`config.mk`:
```
export PLATFORM = sky130hd
export DESIGN_NAME = pixel_scheduler
export DESIGN_NICKNAME = d
export VERILOG_FILES = /design/src/rtl/pixel_scheduler.sv
export SDC_FILE = /design/constraint.sdc
export NUM_CORES = 1
export LEC_CHECK = 0
export ABC_AREA = 1
export BUFFER_PORTS_ARGS = -buffer_cell sky130_fd_sc_hd__buf_2
export CAP_MARGIN = 5
export CORE_UTILIZATION = 40
export CTS_CLUSTER_DIAMETER = 120
export DETAILED_ROUTE_END_ITERATION = 10
export PLACE_DENSITY = 0.62
export RECOVER_POWER = 50
export SLEW_MARGIN = 20
export SYNTH_ARGS = -nofsm -noshare
export SYNTH_HDL_FRONTEND = slang
export SYNTH_SLANG_ARGS = --single-unit
```
`constraint.sdc`:
```
create_clock -name clk_in -period 4.55 [get_ports clk_in]
set_input_delay 0.455 -clock clk_in [delete_from_list [all_inputs] [get_ports clk_in]]
set_output_delay 0.455 -clock clk_in [all_outputs]
set_load 0.05 [all_outputs]
```
`src/rtl/pixel_scheduler.sv`:
```
// Round-robin dispatch of raster-order pixel jobs to NUM_CORES raymarcher cores,
// with per-core result slots merged round-robin onto one frame-buffer write port.
module pixel_scheduler #(
  parameter int WIDTH     = 1280,
  parameter int HEIGHT    = 720,
  parameter int NUM_CORES = 3,
  localparam int XW = $clog2(WIDTH),
  localparam int YW = $clog2(HEIGHT),
  localparam int AW = $clog2(WIDTH * HEIGHT)
) (
  input  logic                    clk_in,
  input  logic                    rst_in,
  input  logic                    enable_in,
  output logic [NUM_CORES-1:0]    core_start_out,
  output logic [XW-1:0]           job_x_out,
  output logic [YW-1:0]           job_y_out,
  input  logic [NUM_CORES-1:0]    core_done_in,
  input  logic [24*NUM_CORES-1:0] core_color_in,
  input  logic [XW*NUM_CORES-1:0] core_x_in,
  input  logic [YW*NUM_CORES-1:0] core_y_in,
  output logic                    frame_we_out,
  output logic [AW-1:0]           frame_addr_out,
  output logic [23:0]             frame_color_out,
  output logic                    frame_start_out,
  output logic [31:0]             frame_count_out
);

  localparam int PW = (NUM_CORES > 1) ? $clog2(NUM_CORES) : 1;
  localparam logic [XW-1:0] X_LAST = XW'(WIDTH - 1);
  localparam logic [YW-1:0] Y_LAST = YW'(HEIGHT - 1);

  // Returns {hit, index} of the first requester at or after ptr, wrapping.
  function automatic logic [PW:0] rr_pick(input logic [NUM_CORES-1:0] req,
                                          input logic [PW-1:0] ptr);
    logic [PW:0] res;
    int k;
    res = '0;
    for (int j = NUM_CORES - 1; j >= 0; j--) begin
      k = int'(ptr) + j;
      if (k >= NUM_CORES) k = k - NUM_CORES;
      if (req[k]) res = {1'b1, PW'(k)};
    end
    return res;
  endfunction

  function automatic logic [PW-1:0] ptr_next(input logic [PW-1:0] idx);
    if (int'(idx) == NUM_CORES - 1) return '0;
    return idx + 1'b1;
  endfunction

  logic [XW-1:0]        x_cnt;
  logic [YW-1:0]        y_cnt;
  logic [NUM_CORES-1:0] busy;
  logic [NUM_CORES-1:0] slot_valid;
  logic [23:0]          slot_color [NUM_CORES];
  logic [XW-1:0]        slot_x     [NUM_CORES];
  logic [YW-1:0]        slot_y     [NUM_CORES];
  logic [PW-1:0]        disp_ptr;
  logic [PW-1:0]        wr_ptr;

  logic [PW:0]   disp_sel;
  logic [PW:0]   wr_sel;
  logic [PW-1:0] disp_idx;
  logic [PW-1:0] wr_idx;
  logic          disp_go;
  logic          wr_go;
  logic [AW-1:0] wr_addr;

  // A core with an undrained result is not eligible, so its slot can never be overwritten.
  assign disp_sel = rr_pick(~busy & ~slot_valid, disp_ptr);
  assign wr_sel   = rr_pick(slot_valid, wr_ptr);
  assign disp_idx = disp_sel[PW-1:0];
  assign wr_idx   = wr_sel[PW-1:0];
  assign disp_go  = enable_in & disp_sel[PW];
  assign wr_go    = wr_sel[PW];
  assign wr_addr  = AW'(slot_x[wr_idx]) + AW'(WIDTH) * AW'(slot_y[wr_idx]);

  always_ff @(posedge clk_in) begin
    for (int i = 0; i < NUM_CORES; i++) begin
      if (core_done_in[i] && busy[i]) begin
        slot_color[i] <= core_color_in[24*i +: 24];
        slot_x[i]     <= core_x_in[XW*i +: XW];
        slot_y[i]     <= core_y_in[YW*i +: YW];
      end
    end
  end

  always_ff @(posedge clk_in or posedge rst_in) begin
    if (rst_in) begin
      x_cnt           <= '0;
      y_cnt           <= '0;
      busy            <= '0;
      slot_valid      <= '0;
      disp_ptr        <= '0;
      wr_ptr          <= '0;
      core_start_out  <= '0;
      job_x_out       <= '0;
      job_y_out       <= '0;
      frame_we_out    <= 1'b0;
      frame_addr_out  <= '0;
      frame_color_out <= '0;
      frame_start_out <= 1'b0;
      frame_count_out <= '0;
    end else begin
      core_start_out  <= '0;
      frame_start_out <= 1'b0;
      frame_we_out    <= 1'b0;

      for (int i = 0; i < NUM_CORES; i++) begin
        if (core_done_in[i] && busy[i]) begin
          slot_valid[i] <= 1'b1;
          busy[i]       <= 1'b0;
        end
      end

      if (disp_go) begin
        core_start_out   <= NUM_CORES'(1) << disp_idx;
        job_x_out        <= x_cnt;
        job_y_out        <= y_cnt;
        frame_start_out  <= (x_cnt == '0) && (y_cnt == '0);
        busy[disp_idx]   <= 1'b1;
        disp_ptr         <= ptr_next(disp_idx);
        if (x_cnt == X_LAST) begin
          x_cnt <= '0;
          if (y_cnt == Y_LAST) begin
            y_cnt           <= '0;
            frame_count_out <= frame_count_out + 32'd1;
          end else begin
            y_cnt <= y_cnt + 1'b1;
          end
        end else begin
          x_cnt <= x_cnt + 1'b1;
        end
      end

      // Drain one slot per cycle; its flag clears on the same edge the write is issued.
      if (wr_go) begin
        frame_we_out       <= 1'b1;
        frame_addr_out     <= wr_addr;
        frame_color_out    <= slot_color[wr_idx];
        slot_valid[wr_idx] <= 1'b0;
        wr_ptr             <= ptr_next(wr_idx);
      end
    end
  end

endmodule

```
==> results.cfg <==
[status]
status = finished, violations left
violations = capacitance limit, slew limit

[yosys]
synth_area_leaders = edfxtp_1, dfrtp_1, nand2_1, inv_1, nand3_1
yosys.area_share.simple_pct = 18.6
synth_warnings = 0
synthArstFlopShare_pct = 49.6
synth_compound_area_share_pct = 8.14
ys_seq_area_share_pct = 61.8
synth_adder_area_share_pct = 3.06
ys_ff_latch = 268
muxShareOfSynthArea_pct = 0
synth_edf_count = 135
yosysUniqueCellTypes = 44
synth.largest_area_cell = edfxtp_1
synthFlopType = edfxtp_1
syn_area_mm2 = 0.0119
synthCells = 1160
synth_top_family_by_area = simple AND/OR/NAND/NOR gates
syn-mean-instance-area_um2 = 10.3
syn_nets = 1329
synth_xor_area_share_pct = 3.16
yosysTopAreaCellShare_pct = 34.0

[route]
drc = 0
vias = 8941
wl_um = 29500
wire_per_inst_um = 16.2
drt_iter0_drc = 449
ant_nets = 0
firstDrtPassIters = 6
via_per_inst = 4.92

[grt]
track_usage_pct = 19.4
grt_pass1_wl_um = 46800
antenna_found_initial = 6
overflow = 0
grt_pass1_vias = 8812
grt_max_degree = 106

[timing]
tightestPinTransition_ns = 2.44
slew-limit-headroom_pct = -63.7
clock_skew_ns = 0.0217
post-route-period-util_pct = 88.1
fin_tns_setup_ns = 0
fin_crit_ns = 4.01
hold_viol = 0
setup_viol_count_final = 0
max_freq_ghz = 0.250
rsz0062_at_grt = no
slew_viol_final = 182

[cells_and_area]
instances_no_fill = 1818
final_util_pct = 50.3
fillers = 2726
multi_input_area_mm2 = 0.00394
drive_gt1_share_pct = 23.3
seqCellArea_mm2 = 0.00738
syn2layout_area_growth_pct = 22.3
nets = 1578

[clocking]
cts.sinks = 268
clk_pin_slew_ns = 0.06
root_buffer = clkbuf_16
holdBufCountCts = 0
clock_latency_ns = 0.57
cts_tree = done
h-tree-depth = 1
cts_buffer_depth = 3
postCtsSetupBuffers = 0
numCtsBuffers = 30

[critical_path]
worst-setup-path-type = flop to flop
crit_path_max_fanout = 14
critical_path.startpoint_type = flop
reg2regPathDepth = 24
critPathArrivalTime_ns = 4.45
cp_data_required_time_ns = 5.00
crit_path_end_kind = flop

[place]
dp_hpwl_um = 20100
portBuffers = 242
dp_cells = 1761
place_congestion = 0.881

[floorplanning]
ios = 243
core_mm2 = 0.0290
die_w_um = 175
initial_core_util_pct = 41.1
die-area_mm2 = 0.0305
rows = 62
die_h_um = 175

[min_path]
hold_depth = 1
holdCritPathClass = input port to flop

[run]
cap_violations = 3
==> kinds of logic after synthesis <==
family          Yosys count
buf+inv                 146
xor+xnor                 43
flops                   268
simple gates            512
fa+ha+maj                28
compound gates          163
==> cell usage after synthesis, types with 9 or more instances <==
cell,n
o21ai_1,24
a21oi_1,28
nand2_1,286
o31ai_1,9
dfrtp_1,133
clkbuf_1,13
o21ai_0,51
nand4_1,18
ha_1,26
inv_2,9
nor2_1,80
a22oi_1,23
a31oi_1,12
edfxtp_1,135
xor2_1,36
nor4_1,9
inv_1,103
nand3_1,67
nor3_1,25
==> critical path, cell delays in order, from the launching register on <==
cell      delay [ns]
dfrtp_1         0.38
inv_1           0.07
ha_1            0.25
inv_2           0.09
nand2_1         0.08
nand3_2         0.09
a21oi_1         0.16
nand2_1         0.12
nand2_4         0.19
nand2_4         0.15
o211ai_4        0.25
xor2_1          0.17
ha_1            0.20
inv_1           0.06
fa_1            0.41
xnor2_1         0.23
nand2_1         0.09
nor2_1          0.14
nand2_1         0.10
nor2_1          0.18
nand3_1         0.14
nor2_1          0.11
nand3_1         0.08
nand3_1         0.06
nand2_1         0.05
==> per-stage QoR <==
step | hold WS [ns] | instance area [µm²] | setup slack, ns
final | 0.0550 | 14600 | 0.543
after global routing | 0.0337 | 14600 | 0.00671
after CTS | 0.0301 | 14600 | 0.370
after detailed placement | 0.437 | 13500 | 0.387
after global placement | 0.432 | 13500 | 0.575
after floorplan | 0.429 | 11900 | 0.541
==> metal layers <==
metal  up-vias  global-route usage (%)  wire length [µm]
met2       252                    32.5             14000
met5         -                       0                43
met3        45                    5.09              2020
li1       4421                       -                 -
met1      4215                    24.8             12900
met4         8                    5.11               621
==> flip-flops by register name (all words and copies together), names as in the netlist <==
| signal | count |
|---|---|
| slot_color | 72 |
| busy | 3 |
| job_x_out | 11 |
| frame_we_out | 1 |
| slot_y | 30 |
| frame_addr_out | 20 |
| frame_color_out | 24 |
| job_y_out | 10 |
| x_cnt | 11 |
| slot_x | 33 |
| wr_ptr | 2 |
| disp_ptr | 2 |
| frame_start_out | 1 |
| y_cnt | 10 |
| core_start_out | 3 |
| slot_valid | 3 |
| frame_count_out | 32 |
==> layout make-up <==
| class | instances | area share, % |
|---|---|---|
| antenna | 2 | 0.0343 |
| timing repair buffer | 249 | 8.56 |
| tap | 384 | 3.29 |
| inverter | 114 | 3.02 |
| clock inverter | 24 | 2.28 |
| sequential | 268 | 50.6 |
| clock buffer | 31 | 5.24 |
| multi-input combinational | 746 | 27.0 |
==> worst paths after layout <==
path                                           end               from  slack [ns]
worst max-delay path            frame_addr_out[19]          wr_ptr[1]        0.54
worst min-delay path             slot_color[0][13]  core_color_in[13]        0.05
worst max register to register  frame_addr_out[19]          wr_ptr[1]        0.54
worst min register to register   frame_addr_out[5]       slot_x[0][5]        0.44
max in group asynchronous                 y_cnt[4]             rst_in        1.59
min in group asynchronous                wr_ptr[1]             rst_in        0.66
==> cells in the final DEF (no fill, tap or decap), drive strengths merged <==
master    Yosys  routed
a21boi        1       1
a21oi        28      28
a22o          1       1
a22oi        23      23
a31oi        12      12
and2          1       1
buf          19     240
bufinv        0       7
clkbuf       13      40
clkinv        0      14
clkinvlp      0       5
dfrtp       133     133
diode         0       2
edfxtp      135     135
fa            2       2
ha           26      26
inv         114     112
nand2       293     293
nand3        69      69
nand3b        3       3
nand4        18      18
nor2         84      84
nor3         26      26
nor4          9       9
o211ai        3       3
o21a          1       1
o21ai        77      77
o22ai         8       8
o31ai         9       9
or2           9       9
xnor2         7       7
xor2         36      36
==> repair_timing <==
item	CTS	global route
hold endpoints to repair	0	0
setup endpoints to repair	0	2
gates resized for setup	0	2
Power is not shown: default switching activity piles up to over one toggle a cycle in this logic, so the estimate is an artifact.
